--- config.mk ---
export PLATFORM = sky130hd
export DESIGN_NAME = sound_fx_sequencer
export DESIGN_NICKNAME = d
export VERILOG_FILES = /design/src/rtl/sound_fx_sequencer.sv
export SDC_FILE = /design/constraint.sdc
export NUM_CORES = 1
export LEC_CHECK = 0
export ABC_CLOCK_PERIOD_IN_PS = 4000
export CAP_MARGIN = 20
export CORE_MARGIN = 3
export CORE_UTILIZATION = 45
export DETAILED_ROUTE_END_ITERATION = 12
export PLACE_DENSITY = 0.79
export SLEW_MARGIN = 20
export SYNTH_ARGS = -nofsm -noshare
export SYNTH_HDL_FRONTEND = slang
export SYNTH_SLANG_ARGS = --single-unit
--- constraint.sdc ---
create_clock -name clk -period 4 [get_ports clk]
set_input_delay 0.8 -clock clk [delete_from_list [all_inputs] [get_ports clk]]
set_output_delay 0.8 -clock clk [all_outputs]
set_load 0.005 [all_outputs]
--- src/rtl/sound_fx_sequencer.sv ---
// Multi-channel square-wave sound-effect sequencer driving a single 1-bit speaker.
// Each channel plays a tone for a set number of prescaler ticks. The lowest active channel index is heard.
module sound_fx_sequencer #(
  parameter int NUM_CH   = 4,
  parameter int DIV_W    = 15,
  parameter int DUR_W    = 10,
  parameter int TICK_DIV = 50000
) (
  input  logic                    clk,
  input  logic                    rst_n,
  input  logic                    enable,
  input  logic [NUM_CH-1:0]       trig,
  input  logic [NUM_CH*DIV_W-1:0] half_period,
  input  logic [NUM_CH*DUR_W-1:0] duration,
  output logic                    speaker,
  output logic [NUM_CH-1:0]       active,
  output logic                    busy
);

  localparam int TICK_W = $clog2(TICK_DIV);

  typedef enum logic {
    IDLE = 1'b0,
    PLAY = 1'b1
  } ch_state_e;

  logic [TICK_W-1:0] tick_cnt_q, tick_cnt_d;
  logic              tick;

  ch_state_e         state_q [NUM_CH];
  ch_state_e         state_d [NUM_CH];
  logic [DIV_W-1:0]  hp_q    [NUM_CH];
  logic [DIV_W-1:0]  hp_d    [NUM_CH];
  logic [DIV_W-1:0]  tone_q  [NUM_CH];
  logic [DIV_W-1:0]  tone_d  [NUM_CH];
  logic [DUR_W-1:0]  rem_q   [NUM_CH];
  logic [DUR_W-1:0]  rem_d   [NUM_CH];
  logic [NUM_CH-1:0] phase_q, phase_d;

  logic              speaker_q, speaker_d;
  logic              sel_phase;

  // The prescaler is free-running, so a trigger never realigns it to the tick.
  assign tick       = (tick_cnt_q == TICK_W'(TICK_DIV - 1));
  assign tick_cnt_d = tick ? '0 : tick_cnt_q + TICK_W'(1);

  // NOTE: every variable gets its default at the top of the block, so no path leaves it unassigned and no latch is inferred.
  always_comb begin
    for (int i = 0; i < NUM_CH; i++) begin
      state_d[i] = state_q[i];
      hp_d[i]    = hp_q[i];
      tone_d[i]  = tone_q[i];
      rem_d[i]   = rem_q[i];
      phase_d[i] = phase_q[i];

      if (trig[i] && (half_period[i*DIV_W +: DIV_W] != '0)
                  && (duration[i*DUR_W +: DUR_W] != '0)) begin
        // A retrigger restarts the tone and the duration, and it overrides a tick or an expiry in the same cycle.
        state_d[i] = PLAY;
        hp_d[i]    = half_period[i*DIV_W +: DIV_W];
        tone_d[i]  = half_period[i*DIV_W +: DIV_W] - DIV_W'(1);
        rem_d[i]   = duration[i*DUR_W +: DUR_W];
        phase_d[i] = 1'b0;
      end else if (state_q[i] == PLAY) begin
        if (tone_q[i] == '0) begin
          phase_d[i] = ~phase_q[i];
          tone_d[i]  = hp_q[i] - DIV_W'(1);
        end else begin
          tone_d[i] = tone_q[i] - DIV_W'(1);
        end

        if (tick) begin
          if (rem_q[i] == DUR_W'(1)) begin
            state_d[i] = IDLE;
            rem_d[i]   = '0;
            phase_d[i] = 1'b0;
          end else begin
            rem_d[i] = rem_q[i] - DUR_W'(1);
          end
        end
      end
    end
  end

  always_comb begin
    for (int i = 0; i < NUM_CH; i++) begin
      active[i] = (state_q[i] == PLAY);
    end
  end

  assign busy = |active;

  // The scan runs from the highest index down, so the lowest active channel is written last and wins.
  always_comb begin
    sel_phase = 1'b0;
    for (int i = NUM_CH - 1; i >= 0; i--) begin
      if (active[i]) sel_phase = phase_q[i];
    end
    speaker_d = enable & busy & sel_phase;
  end

  // NOTE: sequential state uses non-blocking assignments only. The reset is synchronous and clears every register, the per-channel arrays included.
  always_ff @(posedge clk) begin
    if (!rst_n) begin
      tick_cnt_q <= '0;
      phase_q    <= '0;
      speaker_q  <= 1'b0;
      for (int i = 0; i < NUM_CH; i++) begin
        state_q[i] <= IDLE;
        hp_q[i]    <= '0;
        tone_q[i]  <= '0;
        rem_q[i]   <= '0;
      end
    end else begin
      tick_cnt_q <= tick_cnt_d;
      phase_q    <= phase_d;
      speaker_q  <= speaker_d;
      for (int i = 0; i < NUM_CH; i++) begin
        state_q[i] <= state_d[i];
        hp_q[i]    <= hp_d[i];
        tone_q[i]  <= tone_d[i];
        rem_q[i]   <= rem_d[i];
      end
    end
  end

  assign speaker = speaker_q;

endmodule

# == Word-level counts from Yosys, hierarchy flattened ==
# Memories as Yosys holds them, arrays and structs flattened.
# Index checks and enable logic that the tools add are counted.
# word_totals
register_bits,21
ram_bits,164
out_inout_bits,6
elab_cells,163
mem_count,4
# op_classes
addsub,17
eq_ne,5
mux,82
bitwise,23
reduce_logical,26
# mem_list
name,words,word_bits,read_ports,rd_ports_with_merged_regs,write_ports,line,text
hp_q,4,15,4,0,4,32,logic [DIV_W-1:0] hp_q [NUM_CH];
tone_q,4,15,4,0,4,34,logic [DIV_W-1:0] tone_q [NUM_CH];
rem_q,4,10,4,0,4,36,logic [DUR_W-1:0] rem_q [NUM_CH];
state_q,4,1,4,0,4,30,ch_state_e state_q [NUM_CH];
# op_table
operator,n
15-bit 2-to-1 mux,24
10-bit 2-to-1 mux,20
15-bit by 1-bit subtractor with 15-bit output (second input constant),12
15-bit logical NOT,4
15-bit nonzero test,4
10-bit by 1-bit equality test with 1-bit output (second input constant),4
10-bit nonzero test,4
10-bit by 1-bit subtractor with 10-bit output (second input constant),4
1-bit 2-to-1 mux,38
16-bit by 1-bit adder with 16-bit output (second input constant),1
16-bit equality test (second input constant),1
1-bit OR,16
2-bit OR reduction,5
1-bit logical AND,8
1-bit NOT,5
4-bit OR reduction,1
1-bit AND,2

# == Depth between registers and ports, before layout ==
# Gate-level depths: netlist of run 1.
# depth
depth_word,6
ltp_mapped,15

# == Worst setup path after synthesis of run 1 ==
# Ideal clock, no wire load.
# synth_path
kind,input port to flip-flop
from,in half_period[18]
to,mem tone_q[1][10]
arrival_time_ns,4.015
required_ns,3.926
setup_slack_ns,-0.089
path_stages,14
n_path_buf,4
path_cell_list,or4_1 or3_1 o21a_1 buf_2 buf_1 clkbuf_1 o21a_1 ha_1 clkbuf_1 nand4_1 o41ai_2 and3_1 or4_1 a31oi_1
# synth_lines
element,line,text
from (decl),13,"input logic [NUM_CH*DIV_W-1:0] half_period,"
to (decl),34,

==> impl_metrics.py, run 1 <==
metrics = {
    "die": {
        "io_pins": 113,
        "die_area_sq_um": 25520,
        "core-area_sq_um": 22920,
        "start_util_pct": 46.42,
        "dieWidth_um": 159.8,
        "fp.dieH_um": 159.8,
        "rows": 55,
    },
    "setup_path": {
        "crit_top_cell": "or4_4",
        "crit_arrival_ns": 3.97,
        "cp.required_ns": 4.35,
        "critPathMaxStageDelay_ns": 0.56,
        "cpLargestDelayFamily": "simple AND/OR/NAND/NOR gates",
        "crit_slowest_cell": "or4_4",
        "worstPathCellList": "clkdlybuf4s50_1 -> or4_4 -> o41a_1 -> nand2_8 -> nand2_1 -> o21ai_0 -> ha_1 -> o211ai_1 -> or4_4 -> or4_1 -> a31oi_1",
        "cp-startpoint": "duration[26]",
        "reg2reg_depth": 10,
        "worst_setup_path_end_kind": "register",
        "worstSetupEndpoint": "tone_q[2][14]",
        "worstSetupPathType": "in2reg",
        "path_max_fanout": 4,
        "reg2reg_slack_ns": 0.81,
        "cp-start-kind": "primary input",
        "worst-path-buf-inv": 1,
        "reg2reg_from": "tone_q[1][3]",
        "cp.depth": 11,
        "r2r_end": "tone_q[1][10]",
    },
    "global_routing": {
        "grt_pass1_wl_mm": 49.07,
        "grt_use_met3_pct": 3.891,
        "gr-usage-met1_pct": 30.04,
        "grt_max_degree": 94,
        "grtUsageTotal_pct": 22.34,
        "use_met2_pct": 36.65,
        "grt_overflow": 0,
        "antenna_found_initial": 0,
        "grt_pass1_vias": 10129,
        "grt.busiest_layer": "met2",
    },
    "sta": {
        "max-slew-margin-rel_pct": 32.89,
        "skew_ns": 0.01346,
        "tightestPinTransition_ns": 1.007,
        "hold_viol": 0,
        "rsz0062_at_grt": "no",
        "setup-violations-final": 0,
        "finalSetupTns_ns": 0,
        "post-route-period-util_pct": 90.65,
        "period_needed_ns": 3.626,
        "max_freq_ghz": 0.2758,
        "final_max_slew_viol_count": 0,
    },
    "synthesis": {
        "postSynthCellCount": 1391,
        "yosys.cell_types.count": 82,
        "synthFlopType": "dfxtp_1",
        "synthArstFlopShare_pct": 0,
        "syn_area_per_cell_sq_um": 7.648,
        "synthesis.area_sq_um": 10640,
        "yosysWarnings": 0,
        "postSynthNetCount": 1511,
        "synth-edff-count": 0,
        "ys_ff_latch": 185,
        "seq_area_frac_synth_pct": 34.82,
    },
    "clock_tree": {
        "worstSkewPairLatency_ns": 0.43,
        "path_clk_slew_ns": 0.07,
        "post_cts_buffers": 0,
        "post_cts_resized": 0,
        "cts.sinks": 185,
        "tritoncts": "yes",
        "cts_buffer_depth": 2,
        "hold_buffers": 0,
        "h-tree-depth": 4,
        "cts_buffers": 17,
        "ctsRootBufferMaster": "clkbuf_16",
    },
    "final_layout": {
        "n_antenna_cell": 0,
        "final_cell_mix": "nand2_1 (192), dfxtp_1 (185), a21oi_1 (146)",
        "final_common_cell": "nand2_1",
        "syn2layout_area_growth_pct": 22.32,
        "drive_gt1_share_pct": 9.502,
        "nets": 1633,
    },
    "routing": {
        "routed_wl_mm": 29.26,
        "drc": 0,
        "vias_per_cell": 5.939,
        "wl_per_cell_um": 15.91,
        "first_pass_iters": 7,
        "initialDrtViolationCount": 945,
        "num_vias": 10921,
        "ant_nets": 0,
    },
    "pwr": {
        "p_per_area_nw_per_um2": 374.3,
        "ir_drop_mv": 0.2726,
        "power_leakage_nw": 4.782,
        "power_mw": 4.871,
    },
    "hold_path": {
        "hp-class": "reg2reg",
    },
    "place": {
        "portBuffers": 112,
        "hpwl_mm": 20.81,
        "place_congestion": 0.9202,
    },
    "status": {
        "status": "finished clean",
    },
    "flow_run": {
        "cap_viol_max_count": 0,
    },
}
-- routing by layer --
metal	wire length [um]	share of wire (%)
met2	13770	47
met5	0	0
met3	1794	6.1
met4	507	1.7
met1	13190	45
-- final cells by class --
type / instances / area [sq um]
timing repair buffer: 184 / 1669
clock inverter: 11 / 133.9
sequential: 185 / 3704
fill: 2064 / 9903
clock buffer: 21 / 480.5
multi-input combinational: 1103 / 6549
inverter: 22 / 85.08
tap: 313 / 391.6
-- kinds of logic (layout without fill, tap and decap cells) --
logic type / after synthesis / after routing / share of synthesized area (%)
DFF: 185 / 185 / 34.82
muxes: 29 / 29 / 2.835
and+or+nand+nor: 581 / 581 / 26.51
buffers and inverters: 103 / 238 / 3.881
AOI/OAI and AO/OA: 419 / 419 / 25.41
xor gates and xnor gates: 61 / 61 / 5.022
adders and majority gates: 13 / 13 / 1.529
-- power by group --
part	internal (mW)	leakage, nW	switching, mW
sequential	1.97	1.53	0.136
clock	0.999	0.301	0.759
combinational	0.461	2.95	0.544
total	3.43	4.78	1.44
-- tightest hold or removal path: cells and delay by family (launching register included) --
kind,cells,cell delay (ns)
AOI/OAI and AO/OA,1,0.05
DFF,1,0.31
and+or+nand+nor,1,0.05
-- worst min-delay path by stage --
stage                  start            end  slack (ns)  cells past startpoint
2_1_floorplan  tick_cnt_q[0]  tick_cnt_q[0]        0.43                      1
3_3_place_gp   tick_cnt_q[0]  tick_cnt_q[0]        0.44                      1
3_5_place_dp   tick_cnt_q[0]  tick_cnt_q[0]        0.45                      1
4_1_cts          hp_q[2][11]    hp_q[2][11]        0.46                      2
5_1_grt          hp_q[2][14]    hp_q[2][14]        0.48                      2
6_report         hp_q[2][11]    hp_q[2][11]        0.46                      2
-- state kept, by name (all words and copies together) (netlist names) --
name,count
hp_q,60
tick_cnt_q,16
rem_q,40
speaker,1
state_q,4
phase_q,4
tone_q,60
-- synth_stat cells (all sizes together), types with 3 or more instances --
master | count | area (sq um)
and4b | 3 | 30.03
nor3 | 65 | 325.3
a31oi | 20 | 125.1
a2111oi | 6 | 60.05
a311oi | 8 | 70.07
nand4 | 19 | 125.1
o221ai | 6 | 58.80
nor2 | 145 | 544.3
nand2 | 193 | 740.7
o22ai | 7 | 43.79
a21o | 11 | 82.58
nand4b | 3 | 26.28
o211ai | 10 | 75.07
or4 | 21 | 165.2
xor2 | 26 | 227.7
and4 | 6 | 52.55
dfxtp | 185 | 3704
or2 | 12 | 75.08
a31o | 4 | 35.03
nor4 | 34 | 242.7
a21oi | 146 | 730.7
o21a | 17 | 127.6
xnor2 | 35 | 306.5
o21ai | 84 | 420.4
nand3 | 28 | 140.1
a211oi | 36 | 270.3
inv | 21 | 78.82
mux2 | 6 | 67.56
buf | 11 | 67.56
a211o | 6 | 52.55
mux2i | 23 | 234.0
o31ai | 12 | 95.09
and3 | 9 | 56.30
nand3b | 3 | 22.52
and2 | 4 | 25.02
clkbuf | 70 | 262.8
o2111ai | 5 | 43.79
o311ai | 3 | 26.28
nand2b | 5 | 31.28
or3 | 23 | 143.9
o31a | 6 | 52.55
o211a | 5 | 50.05
o311a | 8 | 80.08
ha | 13 | 162.7
-- through the flow --
step	area, sq um	setup slack, ns	std cells	util, %	hold slack [ns]
3_3_place_gp	12390	0.01494	1807	54.08	0.4424
3_5_place_dp	12390	-0.02972	1807	54.08	0.4479
2_1_floorplan	10640	0.02932	1391	-	0.4295
6_report	13010	0.3740	1839	56.78	0.4570
4_1_cts	13010	0.4041	1839	56.76	0.4604
5_1_grt	13010	0.2200	1839	56.78	0.4835
(Power assumes the default switching activity.)
==> inputs of run 2 (changes only) <==
--- a/config.mk
+++ b/config.mk
@@ -9,6 +9,7 @@
 export CAP_MARGIN = 20
 export CORE_MARGIN = 3
 export CORE_UTILIZATION = 45
+export CTS_BUF_LIST = sky130_fd_sc_hd__clkbuf_4
 export DETAILED_ROUTE_END_ITERATION = 12
 export PLACE_DENSITY = 0.79
 export SLEW_MARGIN = 20
==> run 2 against run 1 <==
Critical path depth is the same. Clock power shrank 40%. First-iteration DRC count grew 0.21%. Final cell count grew 0.11%. Sequential share of layout area grew 0.75 points. Routed wire length shrank 1.1%.
==> impl_metrics.py, run 2 (synthesized netlist as in run 1, its figures left out) <==
metrics = {
    "routing": {
        "initialDrtViolationCount": 947,
        "routed_wl_mm": 28.93,
        "ant_nets": 0,
        "drc": 0,
        "num_vias": 10935,
        "wl_per_cell_um": 15.71,
        "first_pass_iters": 7,
        "vias_per_cell": 5.940,
    },
    "global_routing": {
        "grt_max_degree": 94,
        "grtUsageTotal_pct": 22.01,
        "grt_overflow": 0,
        "grt_pass1_wl_mm": 48.46,
        "grt_pass1_vias": 10017,
        "antenna_found_initial": 1,
    },
    "final_layout": {
        "n_fill_cell": 2113,
        "nets": 1633,
        "final_common_cell": "nand2_1",
        "multi_input_area_sq_um": 6549,
        "syn2layout_area_growth_pct": 19.20,
        "final_cell_mix": "nand2_1 (192), dfxtp_1 (185), a21oi_1 (146)",
        "largestRegisters": "hp_q (60), tone_q (60), rem_q (40)",
        "seqCellArea_sq_um": 3704,
        "drive_gt1_share_pct": 9.240,
    },
    "sta": {
        "hold_viol": 0,
        "rsz0062_at_grt": "no",
        "period_needed_ns": 3.464,
        "tightestPinTransition_ns": 1.021,
        "skew_ns": 0.03492,
        "setup-violations-final": 0,
        "post-route-period-util_pct": 86.60,
        "max_freq_ghz": 0.2887,
        "max-slew-margin-rel_pct": 31.93,
        "hold_ws_ns": 0.4674,
        "fin_ws_ns": 0.5361,
        "final_max_slew_viol_count": 0,
    },
    "pwr": {
        "power_leakage_nw": 4.628,
        "ir_drop_mv": 0.1818,
        "p_per_area_nw_per_um2": 328.6,
    },
    "setup_path": {
        "crit_top_cell": "or4_4",
        "crit_arrival_ns": 3.97,
        "critPathMaxStageDelay_ns": 0.56,
        "cp-start-kind": "primary input",
        "cp.required_ns": 4.50,
        "worstPathCellList": "clkdlybuf4s50_1 -> or4_4 -> o41a_1 -> nand2_8 -> nand2_1 -> o21ai_0 -> ha_1 -> o211ai_1 -> or4_4 -> or4_1 -> a31oi_1",
        "cpLargestDelayFamily": "simple AND/OR/NAND/NOR gates",
        "reg2reg_depth": 10,
        "worst_setup_path_end_kind": "register",
        "crit_slowest_cell": "or4_4",
        "cp.depth": 11,
        "worstSetupPathType": "in2reg",
        "worst-path-buf-inv": 1,
        "path_max_fanout": 4,
    },
    "clock_tree": {
        "post_cts_resized": 0,
        "cts.sinks": 185,
        "tritoncts": "yes",
        "worstSkewPairLatency_ns": 0.57,
        "cts_buffers": 17,
        "ctsRootBufferMaster": "clkbuf_4",
        "path_clk_slew_ns": 0.16,
        "post_cts_buffers": 0,
        "hold_buffers": 0,
        "cts_buffer_depth": 2,
        "h-tree-depth": 4,
    },
    "die": {
        "fp.dieH_um": 159.8,
        "rows": 55,
        "die_area_sq_um": 25520,
        "io_pins": 113,
        "dieWidth_um": 159.8,
        "start_util_pct": 46.42,
        "core-area_sq_um": 22920,
    },
    "hold_path": {
        "whs_path_depth": 2,
        "hp-class": "reg2reg",
    },
    "flow_run": {
        "cap_viol_max_count": 0,
    },
    "place": {
        "place_ws_ns": -0.02972,
        "place_congestion": 0.9202,
        "hpwl_mm": 20.81,
        "portBuffers": 112,
    },
    "status": {
        "status": "finished clean",
    },
}
## run 2: cell types whose count changed in the layout (fill, tap and decap cells not counted), sizes merged
cell and delta:
clkbuf -4, diode +2, clkinv +4
## run 2: worst min-delay path, delay by kind of cell (launching register included)
family	cells	cell delay, ns
compound gates	1	0.05
flops	1	0.34
simple gates	1	0.05
## run 2: power breakdown
group / total [mW] / internal (mW) / leakage [nW] / switching, mW
registers: 2.11 / 1.97 / 1.53 / 0.135
clock network: 1.06 / 0.372 / 0.147 / 0.683
logic: 1.00 / 0.461 / 2.95 / 0.541
## run 2: layer usage
layer	wire (um)	track usage (%)
met4	482	5.850
met5	0	0
met3	1911	4.202
met2	13490	35.87
met1	13050	29.96
## run 2: final cells by class
cell class / count / share of cell area [%]
Clock buffer: 17 / 1.007
Sequential cell: 185 / 29.21
Inverter: 22 / 0.6710
Tap cell: 313 / 3.089
Antenna cell: 2 / 0.03947
Timing Repair Buffer: 184 / 13.16
Clock inverter: 15 / 1.174
Multi-Input combinational cell: 1103 / 51.65
## run 2: final timing paths
kind	from	to	slack (ns)
worst max-delay path	duration[26]	tone_q[2][14]	0.54
worst min-delay path	hp_q[2][11]	hp_q[2][11]	0.47
worst max register to register	tone_q[1][4]	tone_q[1][10]	0.84
worst min register to register	hp_q[2][11]	hp_q[2][11]	0.47
## run 2: through the flow
step | TNS [ns] | util (%) | power [mW] | instances | cell area, sq um
after CTS | 0 | 55.29 | 4.172 | 1839 | 12670
after detailed placement | -0.06022 | 54.08 | 3.128 | 1807 | 12390
after floorplan | 0 | - | 2.757 | 1391 | 10640
final | 0 | 55.33 | 4.166 | 1841 | 12680
after global placement | 0 | 54.08 | 3.104 | 1807 | 12390
after global routing | 0 | 55.33 | 4.389 | 1841 | 12680
